## src/rtl/pio_shift_out.sv

```systemverilog
// Serializes each new parallel PIO word MSB-first into a 74HC595-style chain, then strobes the latch.
// Latency: transfer starts on the first clk edge that sees a new word (or the post-reset refresh).
// No backpressure: words written while busy are coalesced; only the newest is sent afterwards.
`timescale 1ns/1ps
module pio_shift_out #(
    parameter int WIDTH   = 32,
    parameter int CLK_DIV = 4
) (
    input  logic             clk,
    input  logic             reset_n,
    input  logic [WIDTH-1:0] par_in,
    output logic             ser_clk,
    output logic             ser_data,
    output logic             ser_latch,
    output logic             busy
);

    localparam int CW = $clog2(WIDTH + 1);
    localparam int DW = (CLK_DIV > 1) ? $clog2(CLK_DIV) : 1;
    localparam logic [DW-1:0] DIV_LAST  = DW'(CLK_DIV - 1);
    localparam logic [CW-1:0] BITS_FULL = CW'(WIDTH);

    typedef enum logic [1:0] {IDLE, SHIFT_LO, SHIFT_HI, LATCH} state_t;

    state_t           state, state_nxt;
    logic [WIDTH-1:0] last_sent, last_sent_nxt;
    logic [WIDTH-1:0] shift_reg, shift_nxt;
    logic [CW-1:0]    bit_cnt, bit_cnt_nxt;
    logic [DW-1:0]    div_cnt, div_nxt;
    logic             force_pend, force_pend_nxt;
    logic             ser_clk_nxt, ser_data_nxt, ser_latch_nxt, busy_nxt;
    logic [WIDTH-1:0] shifted;
    logic             div_end;

    assign shifted = shift_reg << 1;
    assign div_end = (div_cnt == DIV_LAST);

    always_ff @(posedge clk or negedge reset_n) begin
        if (!reset_n) begin
            state      <= IDLE;
            last_sent  <= '0;
            shift_reg  <= '0;
            bit_cnt    <= '0;
            div_cnt    <= '0;
            force_pend <= 1'b1;
            ser_clk    <= 1'b0;
            ser_data   <= 1'b0;
            ser_latch  <= 1'b0;
            busy       <= 1'b0;
        end else begin
            state      <= state_nxt;
            last_sent  <= last_sent_nxt;
            shift_reg  <= shift_nxt;
            bit_cnt    <= bit_cnt_nxt;
            div_cnt    <= div_nxt;
            force_pend <= force_pend_nxt;
            ser_clk    <= ser_clk_nxt;
            ser_data   <= ser_data_nxt;
            ser_latch  <= ser_latch_nxt;
            busy       <= busy_nxt;
        end
    end

    always_comb begin
        state_nxt      = state;
        last_sent_nxt  = last_sent;
        shift_nxt      = shift_reg;
        bit_cnt_nxt    = bit_cnt;
        div_nxt        = div_cnt;
        force_pend_nxt = force_pend;
        ser_clk_nxt    = ser_clk;
        ser_data_nxt   = ser_data;
        ser_latch_nxt  = ser_latch;
        busy_nxt       = busy;

        case (state)
            IDLE: begin
                // par_in is only looked at here, so mid-transfer writes coalesce naturally
                if (par_in != last_sent || force_pend) begin
                    shift_nxt      = par_in;
                    last_sent_nxt  = par_in;
                    force_pend_nxt = 1'b0;
                    ser_data_nxt   = par_in[WIDTH-1];
                    bit_cnt_nxt    = BITS_FULL;
                    div_nxt        = '0;
                    busy_nxt       = 1'b1;
                    state_nxt      = SHIFT_LO;
                end
            end
            SHIFT_LO: begin
                if (div_end) begin
                    div_nxt     = '0;
                    ser_clk_nxt = 1'b1;
                    state_nxt   = SHIFT_HI;
                end else begin
                    div_nxt = div_cnt + 1'b1;
                end
            end
            SHIFT_HI: begin
                if (div_end) begin
                    div_nxt     = '0;
                    ser_clk_nxt = 1'b0;
                    bit_cnt_nxt = bit_cnt - 1'b1;
                    if (bit_cnt != CW'(1)) begin
                        // next bit appears with the falling shift clock: full half-period of setup
                        shift_nxt    = shifted;
                        ser_data_nxt = shifted[WIDTH-1];
                        state_nxt    = SHIFT_LO;
                    end else begin
                        ser_data_nxt  = 1'b0;
                        ser_latch_nxt = 1'b1;
                        state_nxt     = LATCH;
                    end
                end else begin
                    div_nxt = div_cnt + 1'b1;
                end
            end
            LATCH: begin
                if (div_end) begin
                    div_nxt       = '0;
                    ser_latch_nxt = 1'b0;
                    busy_nxt      = 1'b0;
                    state_nxt     = IDLE;
                end else begin
                    div_nxt = div_cnt + 1'b1;
                end
            end
            default: state_nxt = IDLE;
        endcase
    end

endmodule

```

## config.mk

```make
export PLATFORM = sky130hd
export DESIGN_NAME = pio_shift_out
export DESIGN_NICKNAME = d
export VERILOG_FILES = /design/src/rtl/pio_shift_out.sv
export SDC_FILE = /design/constraint.sdc
export NUM_CORES = 1
export LEC_CHECK = 0
export ABC_AREA = 1
export CAP_MARGIN = 15
export CORE_MARGIN = 3
export CORE_UTILIZATION = 45
export CTS_CLUSTER_DIAMETER = 60
export DETAILED_ROUTE_END_ITERATION = 12
export PLACE_DENSITY = 0.7
export SLEW_MARGIN = 30
export SYNTH_ARGS = -nofsm -noshare
export SYNTH_HDL_FRONTEND = slang
export SYNTH_SLANG_ARGS = --single-unit
```

## constraint.sdc

```tcl
create_clock -name clk -period 1.6 [get_ports clk]
set_input_delay 0.16 -clock clk [delete_from_list [all_inputs] [get_ports clk]]
set_output_delay 0.16 -clock clk [all_outputs]
set_load 0.03 [all_outputs]
```

==> flow_metrics.env, run 1 <==
export IMPL_final_common_cell="nand2_1"
export IMPL_nFillCells=702
export IMPL_nNetsFinal=670
export IMPL_die_y_um=101
export IMPL_async_reset_ff_frac=1.00
export IMPL_grt_max_degree=79
export IMPL_ir_worst_vdd_mv=0.479
export IMPL_grt_total_usage=0.201
export IMPL_num_rows=34
export IMPL_drt_initial_drc_count=327
export IMPL_period_minus_slack_ps=1810
export IMPL_p_clk_frac=0.396
export IMPL_r2r_cells=13
export IMPL_rsz0062_at_grt="true"
export IMPL_path_clk_slew_ps=80
export IMPL_synth_cells=548
export IMPL_synthesis_nets=585
export IMPL_pwr_share_comb=0.074
export IMPL_grt_pass1_vias=3479
export IMPL_finClkSkew_ps=11.3
export IMPL_io_buffers=37
export IMPL_cp_max_fo=8
export IMPL_endpoint_kind="flip-flop"
export IMPL_synth_flop_cell="dfrtp_1"
export IMPL_worstPathRequired_ps=1880
export IMPL_placed_cell_area_mm2=0.00478
export IMPL_p_leak_nw=2.87
export IMPL_die_w_um=101
export IMPL_cap_violations=0
export IMPL_final_area_mm2=0.00565
export IMPL_path_class="flip-flop to flip-flop"
export IMPL_worstSkewPairLatency_ps=350
export IMPL_layout_common_cells="nand2_1 (197), dfrtp_1 (77), nand3_1 (45), inv_1 (44), buf_4 (38)"
export IMPL_min_path_type="input pin to asynchronous set/reset pin"
export IMPL_numCtsBuffers=9
export IMPL_tightest_slew_ps=415
export IMPL_cp_start_kind="flip-flop"
export IMPL_power_net_switching_mw=0.854
export IMPL_dr_pass1_iters=5
export IMPL_cts_sinks=78
export IMPL_fin_crit_sh=1.13
export IMPL_vias_per_cell=5.19
export IMPL_area_growth_syn_to_layout_pct=39.2
export IMPL_cts_tree="done"
export IMPL_initial_core_util=0.465
export IMPL_hold_violations=0
export IMPL_drive_above_1_share=0.239
export IMPL_startpoint="last_sent[6]"
export IMPL_synth_edf_count=0
export IMPL_crit_end="last_sent[22]"
export IMPL_yosysUniqueCellTypes=29
export IMPL_layout_setup_ws_ps=-213
export IMPL_ios=38
export IMPL_p_int_mw=2.86
export IMPL_antenna_diode_count=0
export IMPL_drv_slew=0
export IMPL_setup_viol_count_final=75
export IMPL_r2r_setup_slack_ps=-210
export IMPL_gp_congestion=0.809
export IMPL_drc=0
export IMPL_cts_root_buf="clkbuf_8"
export IMPL_slew_limit_headroom=0.723
export IMPL_pwr_density_cell_mw_per_mm2=657
export IMPL_clock_path_buffers=2
export IMPL_yosysSeqAreaShare=0.482
export IMPL_cts_max_level=3
export IMPL_largest_register_ffs=32
export IMPL_fmax_mhz=552
export IMPL_syn_area_per_cell_um2=7.40
export IMPL_antenna_found_initial=0
export IMPL_place_hpwl_um=6070
export IMPL_grt_ovfl_total=0
export IMPL_ys_seq_elements=78
export IMPL_wl_per_cell_um=14.9
export IMPL_failed_checks="negative setup slack"
export IMPL_worstReg2RegEnd="last_sent[22]"
export IMPL_routed_wl_um=11100
export IMPL_grt_pass1_wl_um=16200
export IMPL_p_seq_frac=0.531
export IMPL_final_antenna_net_count=0
export IMPL_p_sw_frac=0.230
export IMPL_core_mm2=0.00872
export IMPL_status="complete, but fails checks"
export IMPL_timing_rr_start="last_sent[6]"
export IMPL_synth_area_mm2=0.00406
export IMPL_final_util=0.647
export IMPL_dieArea_mm2=0.0102
export IMPL_critical_path_arrival_ps=2100
export IMPL_vias=3867
export IMPL_yosys_warnings=0
cell type report:
type                            count  area (um^2)  share of cell area
Clock buffer                       10          138              0.0244
Clock inverter                      5         50.0             0.00887
Inverter                           56          210              0.0372
Multi-Input combinational cell    390         2010               0.357
Sequential cell                    78         1950               0.346
Tap cell                          108          135              0.0239
Timing Repair Buffer               98         1140               0.203
cells by family after synthesis:
family / share of synthesized area
AND/OR/NAND/NOR: 0.316
buffers and inverters: 0.0882
flip-flops: 0.482
AO/OA/AOI/OAI: 0.0790
XOR/XNOR: 0.0259
adder cells (fa/ha/maj): 0.00926
what timing repair did:
| action | 4_1_cts | 5_1_grt |
|---|---|---|
| resized for setup | 20 | 88 |
| endpoints found under the hold margin | 77 | 0 |
| setup buffers | 2 | 4 |
| setup endpoints to repair | 72 | 76 |
| pin swaps | 11 | 16 |
| cloned | 3 | 9 |
| hold buffers | 1 | 0 |
critical path, stage by stage, from the launching register on:
cell and delay [ps]:
dfrtp_1 420, inv_1 70, nand2_1 50, nand2_1 60
nand2_1 80, nor2_2 140, nand2_1 100, nor2_2 110
nand3_2 110, nand2_4 140, buf_12 170, clkbuf_16 190
nand2_2 60, nand2_1 50
cell usage after synthesis (2+ instances only):
master    number  share of area
a21oi_1        2         0.0025
buf_2          7         0.0086
buf_6          5          0.014
clkbuf_1      11          0.010
clkinv_1       3         0.0028
dfrtp_1       77           0.48
ha_1           3         0.0093
inv_1         45          0.042
inv_2          8         0.0074
nand2_1      231           0.21
nand3_1       56          0.069
nand4_1        3         0.0046
nor2_1        18          0.017
o21ai_0       49          0.060
o21ai_1        5         0.0062
or2_2          2         0.0031
xnor2_1        8          0.017
xor2_1         4         0.0086
layer usage:
layer / global-route usage / routed length (um)
met5: 0 / 0
met3: 0.0457 / 668
met4: 0.0521 / 274
met1: 0.266 / 4680
met2: 0.333 / 5440
worst min path at each step:
| stage | end | slack, ps | depth (start not counted) |
|---|---|---|---|
| final | bit_cnt[2] | 380 | 3 |
| after global routing | bit_cnt[2] | 390 | 3 |
| after CTS | last_sent[3] | 390 | 3 |
| after detailed placement | bit_cnt[3] | 220 | 2 |
| after global placement | bit_cnt[3] | 220 | 2 |
| after floorplan | bit_cnt[0] | -140 | 0 |
stage by stage:
stage / worst slack [ps] / hold slack [ps] / TNS, ps / instances / power [mW]
global route: -308 / 390 / -19500 / 745 / 3.84
floorplan: 134 / -136 / 0 / 548 / 2.07
CTS: -103 / 392 / -5050 / 732 / 3.73
detailed placement: -480 / 223 / -32030 / 711 / 2.27
finish: -213 / 375 / -12020 / 745 / 3.71
global placement: -384 / 219 / -26160 / 711 / 2.27
power by group through the flow:
stage	sequential [mW]	clock, mW	combinational [mW]
2_1_floorplan	2.01	0	0.0624
3_3_place_gp	2.01	0	0.262
3_5_place_dp	2.01	0	0.264
4_1_cts	1.97	1.49	0.270
5_1_grt	1.97	1.57	0.301
6_report	1.97	1.47	0.273
Note: power is estimated with default switching activity, not from simulation.
==> inputs of run 2 (changes only) <==
--- a/config.mk
+++ b/config.mk
@@ -5,7 +5,6 @@
 export SDC_FILE = /design/constraint.sdc
 export NUM_CORES = 1
 export LEC_CHECK = 0
-export ABC_AREA = 1
 export CAP_MARGIN = 15
 export CORE_MARGIN = 3
 export CORE_UTILIZATION = 45
==> flow_metrics.env, run 2 <==
export IMPL_status="complete, but fails checks"
export IMPL_failed_checks="negative setup slack"
export IMPL_cts_max_level=3
export IMPL_path_cells="xor2_2 -> nor4_2 -> buf_4 -> nand4_1 -> nor3_4 -> buf_4 -> a21o_1 -> a22o_1"
export IMPL_yosysMostFrequentCell="dfrtp_1"
export IMPL_tightest_slew_ps=645
export IMPL_die_w_um=97.7
export IMPL_synthesis_nets=394
export IMPL_period_minus_slack_ps=2130
export IMPL_cp_max_fo=7
export IMPL_async_reset_ff_frac=1.00
export IMPL_die_y_um=97.7
export IMPL_clock_path_buffers=2
export IMPL_critical_path_arrival_ps=2410
export IMPL_cts_tree="done"
export IMPL_synth_cells=357
export IMPL_syn_area_per_cell_um2=10.6
export IMPL_initial_core_util=0.477
export IMPL_final_antenna_net_count=0
export IMPL_place_inst=519
export IMPL_fmax_mhz=470
export IMPL_vias=2987
export IMPL_synth_area_mm2=0.00378
export IMPL_core_mm2=0.00793
export IMPL_grt_pass1_vias=3042
export IMPL_min_path_type="input pin to asynchronous set/reset pin"
export IMPL_area_growth_syn_to_layout_pct=37.6
export IMPL_synth_top_cells_by_count="dfrtp_1 (77), o22ai_1 (53), nand2_1 (35)"
export IMPL_grt_total_usage=0.199
export IMPL_yosys_area_top_type="dfrtp_1"
export IMPL_grt_max_degree=39
export IMPL_io_buffers=37
export IMPL_synth_area_top_cells="dfrtp_1 (51%), o22ai_1 (8.8%), mux2i_1 (8.2%)"
export IMPL_layout_setup_ws_ps=-526
export IMPL_dr_pass1_iters=4
export IMPL_rsz0062_at_grt="true"
export IMPL_path_clk_slew_ps=80
export IMPL_timing_rr_start="last_sent[2]"
export IMPL_worstSkewPairLatency_ps=350
export IMPL_slew_limit_headroom=0.568
export IMPL_yosysSeqAreaShare=0.516
export IMPL_cp_start_kind="flip-flop"
export IMPL_antenna_diode_count=0
export IMPL_final_util=0.657
export IMPL_drc=0
export IMPL_final_common_cell="dfrtp_1"
export IMPL_stdcell_count=543
export IMPL_drive_above_1_share=0.270
export IMPL_hold_violations=0
export IMPL_place_hpwl_um=6280
export IMPL_synth_edf_count=0
export IMPL_cpMostUsedCell="buf_4"
export IMPL_fin_hold_ws_ps=236
export IMPL_numCtsBuffers=9
export IMPL_yosysUniqueCellTypes=40
export IMPL_vias_per_cell=5.50
export IMPL_worstReg2RegEnd="bit_cnt[0]"
export IMPL_r2r_setup_slack_ps=-530
export IMPL_ys_seq_elements=78
export IMPL_num_rows=32
export IMPL_cap_violations=0
export IMPL_ir_worst_vdd_mv=0.828
export IMPL_grt_pass1_wl_um=15300
export IMPL_p_leak_nw=2.22
export IMPL_drt_initial_drc_count=117
export IMPL_fin_crit_sh=1.33
export IMPL_nFillCells=608
export IMPL_gp_congestion=0.811
export IMPL_r2r_cells=8
export IMPL_antenna_found_initial=0
export IMPL_synth_top_cell_area_share=0.509
export IMPL_critPathMaxStageDelay_ps=410
export IMPL_yosys_warnings=0
export IMPL_dieArea_mm2=0.00954
export IMPL_nNetsFinal=475
export IMPL_path_class="flip-flop to flip-flop"
export IMPL_finClkSkew_ps=13.3
export IMPL_cp_slowest_cell="dfrtp_1"
export IMPL_synth_flop_cell="dfrtp_1"
export IMPL_ios=38
export IMPL_largest_register_ffs=32
export IMPL_pwr_density_cell_mw_per_mm2=1400
export IMPL_grt_ovfl_total=0
export IMPL_cts_root_buf="clkbuf_8"
export IMPL_worstPathRequired_ps=1890
export IMPL_endpoint_kind="flip-flop"
export IMPL_cts_sinks=78
export IMPL_wl_per_cell_um=17.8
export IMPL_drv_slew=0
export IMPL_routed_wl_um=9680
export IMPL_setup_viol_count_final=71
export IMPL_layout_common_cells="dfrtp_1 (75), buf_4 (38), nand2_1 (35), clkdlybuf4s50_1 (35)"
-- run 2: metal layers --
| layer | GRT usage | wire length [um] |
|---|---|---|
| met5 | 0 | 0 |
| met4 | 0.0671 | 116 |
| met3 | 0.0359 | 349 |
| met2 | 0.319 | 4730 |
| met1 | 0.274 | 4480 |
-- run 2: logic make-up after synthesis --
group	Yosys count	share of synthesized area
xor+xnor	31	0.0718
compound gates	81	0.135
fa+ha+maj	3	0.00992
mux	42	0.115
simple gates	69	0.0923
flops	78	0.516
buf+inv	53	0.0599
-- run 2: cell type report --
class	count	area, um^2	share of cell area
multi-input combinational	228	1850	0.356
inverter	31	116	0.0224
sequential	78	1960	0.376
clock buffer	9	124	0.0238
tap	102	128	0.0245
timing repair buffer	90	930	0.179
clock inverter	5	100	0.0192
-- run 2: worst max-delay path, delay by kind of cell, from the launching register on --
kind | cells | cell delay, ps
AOI/OAI and AO/OA | 2 | 380
xor gates and xnor gates | 1 | 160
buffers and inverters | 2 | 360
DFF | 1 | 410
and+or+nand+nor | 3 | 750
-- run 2: worst max path at each step --
stage,start,endpoint,cells after the start
5_1_grt,last_sent[2],last_sent[2],9
6_report,last_sent[2],bit_cnt[0],8
4_1_cts,last_sent[13],last_sent[31],8
2_1_floorplan,last_sent[1],last_sent[14],8
3_5_place_dp,par_in[2],last_sent[31],8
3_3_place_gp,par_in[2],shift_reg[17],8
-- run 2: report_power, final --
| part | total [mW] | leakage (nW) | internal, mW | switching [mW] |
|---|---|---|---|---|
| logic | 2.17 | 1.18 | 1.19 | 0.981 |
| clock network | 1.72 | 0.115 | 1.01 | 0.709 |
| registers | 3.40 | 0.924 | 2.80 | 0.599 |
-- run 2: repair_timing --
| item | CTS | global route |
|---|---|---|
| gates resized for setup | 21 | 19 |
| buffers inserted | 3 | 0 |
| hold endpoints to repair | 18 | 0 |
| endpoints found under the setup margin | 71 | 75 |
| pin swaps | 1 | 1 |
| hold buffers | 1 | 0 |
| cloned | 1 | 5 |
-- run 2: per-stage QoR --
step / setup TNS [ps] / cell area [um^2] / power [mW] / setup WS, ps
6_report: -34100 / 5200 / 7.29 / -526
5_1_grt: -39570 / 5200 / 7.72 / -601
4_1_cts: -31760 / 5010 / 7.16 / -491
3_5_place_dp: -56160 / 4610 / 5.25 / -886
3_3_place_gp: -55260 / 4610 / 5.14 / -870
2_1_floorplan: -18700 / 3810 / 4.54 / -331
